`src/rtl/three_bit_counter_pkg.sv`:
```
// three_bit_counter_pkg
//   Shared definitions for the loadable up-counter: default width, the
//   all-ones terminal count helper, and the next-state selection encoding.
//   Optional feature macro used by the counter files: TBC_WRAP_PULSE_EN.
package three_bit_counter_pkg;

  localparam int TBC_DEFAULT_WIDTH = 3;

  // Which source feeds the next count, in priority order.
  typedef enum logic [1:0] {
    SEL_LOAD = 2'd0,
    SEL_INC  = 2'd1,
    SEL_HOLD = 2'd2
  } tbc_sel_e;

  // Largest value representable in 'width' bits.
  function automatic int unsigned tbc_max(input int unsigned width);
    return (32'd1 << width) - 32'd1;
  endfunction

endpackage

```
`src/rtl/three_bit_counter_next.sv`:
```
// three_bit_counter_next
//   Purely combinational next-state logic for the counter.
//   Load has priority over increment; increment wraps modulo 2**WIDTH.
//   Optional macro TBC_WRAP_PULSE_EN adds the wrap_next flag.
// Ports
//   ld         in   load strobe
//   inc        in   count enable
//   data_in    in   WIDTH  value to load
//   count      in   WIDTH  current registered count
//   count_next out  WIDTH  count for the next clock
//   wrap_next  out  1 when this step is an increment from all-ones to 0
//                   (TBC_WRAP_PULSE_EN only)
module three_bit_counter_next
  import three_bit_counter_pkg::*;
#(
  parameter int WIDTH = TBC_DEFAULT_WIDTH
) (
  input  logic             ld,
  input  logic             inc,
  input  logic [WIDTH-1:0] data_in,
  input  logic [WIDTH-1:0] count,
  output logic [WIDTH-1:0] count_next
`ifdef TBC_WRAP_PULSE_EN
  ,
  output logic             wrap_next
`endif
);

  localparam logic [WIDTH-1:0] COUNT_MAX = WIDTH'(tbc_max(WIDTH));

  tbc_sel_e sel;

  always_comb begin
    sel = SEL_HOLD;
    if (ld) begin
      sel = SEL_LOAD;
    end else if (inc) begin
      sel = SEL_INC;
    end
  end

  always_comb begin
    count_next = count;
    case (sel)
      SEL_LOAD: count_next = data_in;
      // Carry out of the MSB is dropped, giving modulo arithmetic.
      SEL_INC:  count_next = count + WIDTH'(1);
      default:  count_next = count;
    endcase
  end

`ifdef TBC_WRAP_PULSE_EN
  // Only an increment out of all-ones counts as a wrap; loading 0 does not.
  assign wrap_next = (sel == SEL_INC) && (count == COUNT_MAX);
`endif

endmodule

```
`src/rtl/three_bit_counter.sv`:
```
// three_bit_counter
//   Loadable up-counter with synchronous load and count enable. The
//   registered count drives data_out directly; no combinational path from
//   inputs to outputs. Optional macro TBC_WRAP_PULSE_EN adds a registered
//   one-cycle wrap pulse.
// Ports
//   clk       in   rising-edge clock
//   rst       in   asynchronous active-low reset (0 clears all flops)
//   ld        in   synchronous load strobe (wins over inc)
//   inc       in   synchronous count enable
//   data_in   in   WIDTH  value captured when ld==1
//   data_out  out  WIDTH  current count
//   wrap      out  1 for the cycle after count steps all-ones -> 0 by inc
//                  (TBC_WRAP_PULSE_EN only)
module three_bit_counter
  import three_bit_counter_pkg::*;
#(
  parameter int WIDTH = TBC_DEFAULT_WIDTH
) (
  input  logic             clk,
  input  logic             rst,
  input  logic             ld,
  input  logic             inc,
  input  logic [WIDTH-1:0] data_in,
  output logic [WIDTH-1:0] data_out
`ifdef TBC_WRAP_PULSE_EN
  ,
  output logic             wrap
`endif
);

  logic [WIDTH-1:0] count_next;
`ifdef TBC_WRAP_PULSE_EN
  logic             wrap_next;
`endif

  three_bit_counter_next #(
    .WIDTH(WIDTH)
  ) u_next (
    .ld        (ld),
    .inc       (inc),
    .data_in   (data_in),
    .count     (data_out),
    .count_next(count_next)
`ifdef TBC_WRAP_PULSE_EN
    ,
    .wrap_next (wrap_next)
`endif
  );

  always_ff @(posedge clk or negedge rst) begin
    if (!rst) begin
      data_out <= '0;
    end else begin
      data_out <= count_next;
    end
  end

`ifdef TBC_WRAP_PULSE_EN
  always_ff @(posedge clk or negedge rst) begin
    if (!rst) begin
      wrap <= 1'b0;
    end else begin
      wrap <= wrap_next;
    end
  end
`endif

endmodule

```
`config.mk`:
```
export PLATFORM = sky130hd
export DESIGN_NAME = three_bit_counter
export DESIGN_NICKNAME = d
export VERILOG_FILES = /design/src/rtl/three_bit_counter_pkg.sv /design/src/rtl/three_bit_counter_next.sv /design/src/rtl/three_bit_counter.sv
export SDC_FILE = /design/constraint.sdc
export NUM_CORES = 1
export LEC_CHECK = 0
export CAP_MARGIN = 20
export CORE_AREA = 2 2 39 41
export DETAILED_ROUTE_END_ITERATION = 7
export DIE_AREA = 0 0 41 43
export GPL_TIMING_DRIVEN = 0
export HOLD_SLACK_MARGIN = 0.03
export SYNTH_ARGS = -nofsm -noshare
export SYNTH_HDL_FRONTEND = slang
export SYNTH_SLANG_ARGS = --single-unit
```
`constraint.sdc`:
```
create_clock -name clk -period 2.9 [get_ports clk]
set_input_delay 0.58 -clock clk [delete_from_list [all_inputs] [get_ports clk]]
set_output_delay 0.58 -clock clk [all_outputs]
set_load 0.01 [all_outputs]
```
**Word level (Yosys, flattened, before mapping)**

Cells that the tools add are included.

- Logic and storage cells: 8
- Register bits: 3

- $add $sub $neg: 1
- Reduce and logical (&&, ||, !) cells: 2
- Equal/unequal tests: 1
- Mux-type cells: 3

Operators by type and width:

| operator | number |
|---|---|
| $pmux 3 s2 | 1 |
| $mux 2 | 2 |
| $add 3x1->3 const B | 1 |
| $eq 2x1->1 const B | 1 |
| $logic_not 2->1 | 1 |
| $reduce_bool 2->1 | 1 |

**Depth between registers and ports, before layout**

Gate-level depths: netlist of the first run.

- Word-level depth: 4
- Mapped depth: 3
- Depth with buffers taken out: 3

**Hierarchy**

From an unflattened synthesis of the first run, not the netlist that was laid out.

- Cell total of the unflattened synthesis: 14
- Area total of the unflattened synthesis: 156.4 um2

By module, submodules not included:

| module | area an instance (um2) | cells an instance | times used |
|---|---|---|---|
| three_bit_counter_next | 81.3 | 11 | 1 |
| three_bit_counter | 75.1 | 3 | 1 |

**Least setup slack after synthesis of the first run**

Ideal clock, no wire load.

- Path type: flip-flop to flip-flop
- Start: register data_out[0]
- End: register data_out[2]
- Path slack: 1.767 ns
- Arrival time: 1.007 ns
- Setup time: 0.126 ns
- Clock period less this slack: 1.133 ns
- Cell stages (with the launch flop): 4
- Buffers on the path: 0
- Path through: dfrtp_1 -> ha_1 -> nor4bb_1 -> a221o_1

- Word-level cells in the longest chain between the ends: 2

Ends and longest elaborated chain:

| item | line | source |
|---|---|---|
| from (decl) | three_bit_counter.sv:25 | `output logic [WIDTH-1:0] data_out` |
| from (signal assigned) | three_bit_counter.sv:55 | `data_out <= count_next;` |
| $add 3x1->3 | three_bit_counter_next.sv:47 | `SEL_INC: count_next = count + WIDTH'(1);` |
| $pmux 3 s2 | three_bit_counter_next.sv:44 | `case (sel)` |

No other way between the ends.
A chain may end at the register's enable or synchronous reset.

**Worst setup path in the final report of the first run**

- Start: register data_out[0]
- End: output port data_out[0]

No word-level cell between the ends.

==> results of run 1 <==
==> kinds of logic (layout without fill, tap and decap cells) <==
kind of cell,after synthesis,count (layout),share of synthesized area
adder cells (fa/ha/maj),1,1,0.0813
AO/OA/AOI/OAI,3,3,0.130
multiplexers,1,1,0.0650
flip-flops,3,3,0.488
XOR/XNOR,1,1,0.0569
AND/OR/NAND/NOR,5,5,0.179
buffers and inverters,0,13,0
==> cell usage in the layout (no fill, tap or decap), drive strengths merged <==
| cell | n |
|---|---|
| mux2i | 1 |
| nor2b | 1 |
| nor4bb | 1 |
| o21ai | 2 |
| nand2 | 3 |
| xnor2 | 1 |
| clkbuf | 4 |
| dfrtp | 3 |
| a221o | 1 |
| clkdlybuf4s50 | 9 |
| ha | 1 |
==> power breakdown <==
group	internal, uW	switching, uW	leakage [uW]
registers	47.5	4.29	0.0000362
logic	24.1	12.8	0.0000667
clock network	51.7	23.1	0.0000150
==> stage by stage <==
| stage | utilization | hold slack [ns] |
|---|---|---|
| finish | 0.210 | 0.531 |
| global route | 0.210 | 0.533 |
| CTS | 0.210 | 0.526 |
| detailed placement | 0.191 | 0.605 |
| global placement | 0.191 | 0.609 |
| floorplan | - | 0.284 |
==> how the worst max path moves through the flow <==
stage / to / slack [ns]
2_1_floorplan: data_out[2]$_DFFE_PN0P_ / 1.77
3_3_place_gp: data_out[2]$_DFFE_PN0P_ / 1.22
3_5_place_dp: data_out[2]$_DFFE_PN0P_ / 1.21
4_1_cts: data_out[0] / 1.14
5_1_grt: data_out[0] / 1.09
6_report: data_out[0] / 1.16
==> cell type report <==
class                      instances  area [um^2]  area share
multi-input combinational         11         78.8       0.272
tap                               16         20.0      0.0690
clock buffer                       4         26.3      0.0905
sequential                         3         75.1       0.259
timing repair buffer               9         90.1       0.310
==> worst register-to-register path, cell delays in order (launching register included) <==
cell and delay [ns]:
dfrtp_1 0.40, ha_1 0.22, nor4bb_1 0.14, a221o_1 0.27
==> metal layers <==
metal,vias to the layer above,share of wire,global-route usage
li1,77,-,-
met1,65,0.48,0.0680
met2,7,0.41,0.0688
met5,-,0,0
met3,0,0.11,0.0314
met4,0,0,0.0600
==> run metrics, run 1 <==
status=complete, no violations; placer congestion estimate=0.583; CP Cell Sequence=clkdlybuf4s50_1; RR Startpoint=data_out[0]$_DFFE_PN0P_; total number of vias=149; Post-CTS Setup Inserts=0; Synth-to-Final Area Change=88.6%; TritonCTS clock tree=built; actual slew at the worst max-slew pin=0.224 ns; Synth Flop Type=dfrtp_1; Die W=41 um; post-route antenna net violation count=0; Num CTS Buffers=3; crit-path max FO=3; Inserted Diodes=0; crit path kind=reg -> out; # clock sinks=3; post-route clock period utilization=0.600; GRT Overall Usage=0.0584; Yosys reg bits=3; Final Non-Filler Cells=43; layout filler cell count=151; final WL=371 um; Initial DRT Pass Iterations=2; insertion delay to the later sink of the worst-skew pair=0.24 ns; Via density=3.47; Stages on worst setup path=1; syn_nets=22; Syn. warnings=0; Buffers on Ports=9; max_slew headroom=0.849; clk_skew=0.00673 ns; initial antenna violation count=0; FFs w/ async S/R, synth=1.00; reg-to-reg setup timing slack=1.77 ns; Regs by FF count=data_out (3); shortest period the worst path allows=1.74 ns; # rows=14; top cells by area in the synthesized netlist=dfrtp_1 49%, ha_1 8.1%, nand2_1 7.3%, a221o_1 6.5%, mux2i_1 6.5%; grt ovf=0; Avg Synthesized Cell Area=11.0 um^2; Chip Height=43 um; Seq/Total Area, Yosys=0.488; starting density of the core=0.111; VDD IR max=0.166 mV; clk buf depth=2; Critical Path AT=1.16 ns; Reg2Reg Depth=3; RSZ-0062 raised after global routing=false; routed len/inst=8.63 um; Post-CTS Hold Fix Bufs=0; Critical-path top delay cell=clkdlybuf4s50_1; Root Buffer=clkbuf_4; Place WS=1.21 ns; Tot Pwr=163 uW; worst min-delay path class=in -> async; final setup fails=0; CTS resizes=0; number of global-route vias before repair=156; Commonest cells post-synth=3 x dfrtp_1, 3 x nand2_1, 2 x o21ai_0; Post-Syn Instances=14; Peak Freq=0.575 GHz; Setup TNS Final=0 ns; Post-synth EDFFs=0; Worst-path clk slew=0.04 ns; Synth Cell Area=154 um^2; DR DRC count=0; max reg flops=3; power density over cell area=563 nW/um^2; layout net count=36; Worst Path Required=2.32 ns; Slew Limit Fails=0; CP Launch Point=data_out[0]$_DFFE_PN0P_; Placeable Area=1380 um^2; delay-heaviest family, CP=buffers and inverters; worst path bufs/invs=1; worst stage delay on the critical path=0.55 ns; Leakage=0.000118 uW; max_cap viols=0; Placed Area=264 um^2; pin count of the biggest net entering global routing=8; crit start category=flip-flop; H-tree depth=1; R2R Path End=data_out[2]$_DFFE_PN0P_; Synth area leader=dfrtp_1; share of layout cells above drive strength 1=0.111; largest register by flop count=data_out; first-pass GRT wire length=627 um; Inst Count DP=39; setup ws final=1.16 ns; Die Area=1760 um^2; synth unique cells=9; # IOs=10; DR iter-0 viols=1; final instance area=290 um^2; Hold Fails Final Rpt=0; Critical Path Sink Type=output pin; Synth top area share=0.488
No activity file was read; power rests on OpenSTA's default activity.
==> run 2, diff against run 1 <==
clock period = 1.7 ns   (was 2.9 ns; I/O delays follow)
==> results of run 2 <==
Same layout as run 1 (identical final DEF). Status: complete, no violations.
Among the figures that moved: setup slack after placement 1.21 ns -> 0.248 ns; setup slack after layout 1.16 ns -> 0.200 ns; hold slack 0.531 ns -> 0.291 ns; register-to-register setup slack 1.77 ns -> 0.57 ns; total power 163 uW -> 279 uW; worst IR drop on VDD 0.166 mV -> 0.283 mV
==> run 3, diff against run 2 <==
ABC_AREA = 1   (was unset)
HOLD_SLACK_MARGIN = unset   (was 0.03)
==> run 3 against run 2 <==
  * Critical path depth is the same
  * First-iteration DRC count is the same
  * Die area is the same
  * Clock power shrank 4%
  * Critical path type unchanged
  * Critical endpoint unchanged
  * Highest routed layer unchanged
==> run metrics, run 3 <==
Regs by FF count=data_out (3); clk_skew=0.000319 ns (-0.00641 ns); Commonest cells post-synth=12 x nand2_1, 5 x inv_1, 3 x dfrtp_1, 2 x nand3_1; routed len/inst=6.76 um (-22%); Num CTS Buffers=3 (unchanged); Synth area leader=dfrtp_1; final WL=372 um (+0.27%); max reg flops=3 (unchanged); Placeable Area=1380 um^2 (unchanged); Chip Height=43 um (unchanged); Synth Flop Type=dfrtp_1; Leakage=0.000157 uW (+33%); shortest period the worst path allows=1.50 ns; cell with the most instances after synthesis=nand2_1; max_cap viols=0 (unchanged); syn_nets=34 (+55%); largest register by flop count=data_out; DR DRC count=0 (unchanged); Hold Fails Final Rpt=0 (unchanged); max_slew headroom=0.874 (+0.0257); Worst Path Required=1.36 ns; Synth Cell Area=176 um^2 (+15%); met2 usage=0.0875 (+0.0187); Worst-path clk slew=0.04 ns (about the same); # rows=14 (unchanged); grt ovf=0 (unchanged); # IOs=10 (unchanged); share of layout cells above drive strength 1=0.103 (-0.00855); top cells by area in the synthesized netlist=dfrtp_1 43%, nand2_1 26%, inv_1 11%, ha_1 7.1%, nand3_1 5.7%; worst stage delay on the critical path=0.55 ns (about the same); Buffers on Ports=9 (unchanged); crit start category=flip-flop; layout filler cell count=162 (+7.3%); commonest non-fill, non-tap cell in the layout=nand2_1; DR iter-0 viols=1 (unchanged); Critical-path top delay cell=clkdlybuf4s50_1; pin count of the biggest net entering global routing=6 (-2); Peak Freq=0.665 GHz; VDD IR max=0.157 mV; layer with the highest usage=met2; status=complete, no violations; synth unique cells=8 (-1); first-pass GRT wire length=676 um (+7.8%); placer congestion estimate=0.665 (+14%); Avg Synthesized Cell Area=6.79 um^2 (-38%); RSZ-0062 raised after global routing=false; CP Cell Sequence=clkdlybuf4s50_1; layout net count=48 (+33%); initial antenna violation count=0 (unchanged); final setup fails=0 (unchanged); hpwl dp=323 um; power density over cell area=872 nW/um^2; Post-Syn Instances=26 (+12); Post-synth EDFFs=0 (unchanged); H-tree depth=1 (unchanged); Yosys reg bits=3 (unchanged); crit-path max FO=4 (+1); Inserted Diodes=0 (unchanged); total number of vias=196 (+32%); # clock sinks=3 (unchanged); Setup TNS Final=0 ns (unchanged); Root Buffer=clkbuf_4; Die W=41 um (unchanged); Synth top area share=0.426 (-0.0623); Synth-to-Final Area Change=77.3%; worst min-delay path class=in -> async; worst path bufs/invs=1 (unchanged); grt met1 use=0.0484 (-0.0196); Initial DRT Pass Iterations=2 (unchanged); Via density=3.56 (+2.8%); crit path kind=reg -> out; Syn. warnings=0 (unchanged); setup ws final=0.197 ns; TritonCTS clock tree=built; FFs w/ async S/R, synth=1.00 (unchanged); Die Area=1760 um^2 (unchanged); starting density of the core=0.127 (+0.0163); Post-CTS Hold Fix Bufs=0 (unchanged); delay-heaviest family, CP=buffers and inverters; met3 usage=0.0471 (+0.0157); most frequent cells in the layout=12 x nand2_1, 9 x clkdlybuf4s50_1, 5 x inv_1, 3 x clkbuf_4, 3 x dfrtp_1; Critical Path AT=1.16 ns (about the same); Place WS=0.393 ns; actual slew at the worst max-slew pin=0.188 ns (-0.0362 ns); GRT Overall Usage=0.0643 (+0.00597); insertion delay to the later sink of the worst-skew pair=0.23 ns (about the same); Post-CTS Setup Inserts=0 (unchanged); Seq/Total Area, Yosys=0.426 (-0.0623); post-route antenna net violation count=0 (unchanged); CTS resizes=0 (unchanged); number of global-route vias before repair=180 (+15%); Critical Path Sink Type=output pin; post-route clock period utilization=0.884; clk buf depth=2 (unchanged); Slew Limit Fails=0 (unchanged)
## run 3: cell count changes after synthesis, moves of 2 or more
cell     change
nand2_1      +9
o21ai_0      -2
nand3_1      +2
inv_1        +5
## run 3: per-stage QoR
step / area (um^2) / std cells / hold WS [ns] / power [uW] / utilization
final: 313 / 55 / 0.292 / 273 / 0.226
after CTS: 313 / 55 / 0.287 / 282 / 0.226
after global routing: 313 / 55 / 0.292 / 300 / 0.226
after floorplan: 176 / 26 / 0.0444 / 114 / -
after global placement: 287 / 51 / 0.530 / 152 / 0.207
after detailed placement: 287 / 51 / 0.528 / 153 / 0.207
## run 3: layer usage
layer / up-vias / part of all wire
li1: 103 / -
met1: 87 / 0.38
met2: 6 / 0.58
met3: 0 / 0.046
met4: 0 / 0
met5: - / 0
## run 3: worst paths after layout
path	slack (ns)	start	cells after the start	to
max in group asynchronous	1.27	rst	1	data_out[1]$_DFFE_PN0P_
max reg2reg	0.75	data_out[0]$_DFFE_PN0P_	5	data_out[2]$_DFFE_PN0P_
min in group clk	0.53	data_out[1]$_DFFE_PN0P_	2	data_out[1]$_DFFE_PN0P_
max	0.20	data_out[0]$_DFFE_PN0P_	1	data_out[0]
min	0.29	rst	1	data_out[2]$_DFFE_PN0P_
min reg2reg	0.53	data_out[1]$_DFFE_PN0P_	2	data_out[1]$_DFFE_PN0P_
## run 3: kinds of logic (layout without fill, tap and decap cells)
family,Yosys count,in the layout,share of synthesized area
buf+inv,5,18,0.106
compound gates,1,1,0.0283
flops,3,3,0.426
simple gates,16,16,0.369
fa+ha+maj,1,1,0.0709
## run 3: cell type report
class                   count  area [um^2]  share of cell area
inverters                   5         18.8              0.0600
clock buffers               4         26.3              0.0840
multi-input cells          18         82.6               0.264
flip-flops and latches      3         75.1               0.240
well taps                  16         20.0              0.0640
repair buffers              9         90.1               0.288
## run 3: where the power goes
group	internal [uW]	switching [uW]
clock	87.8	34.7
sequential	80.4	7.98
combinational	37.0	25.0
total	205	67.7
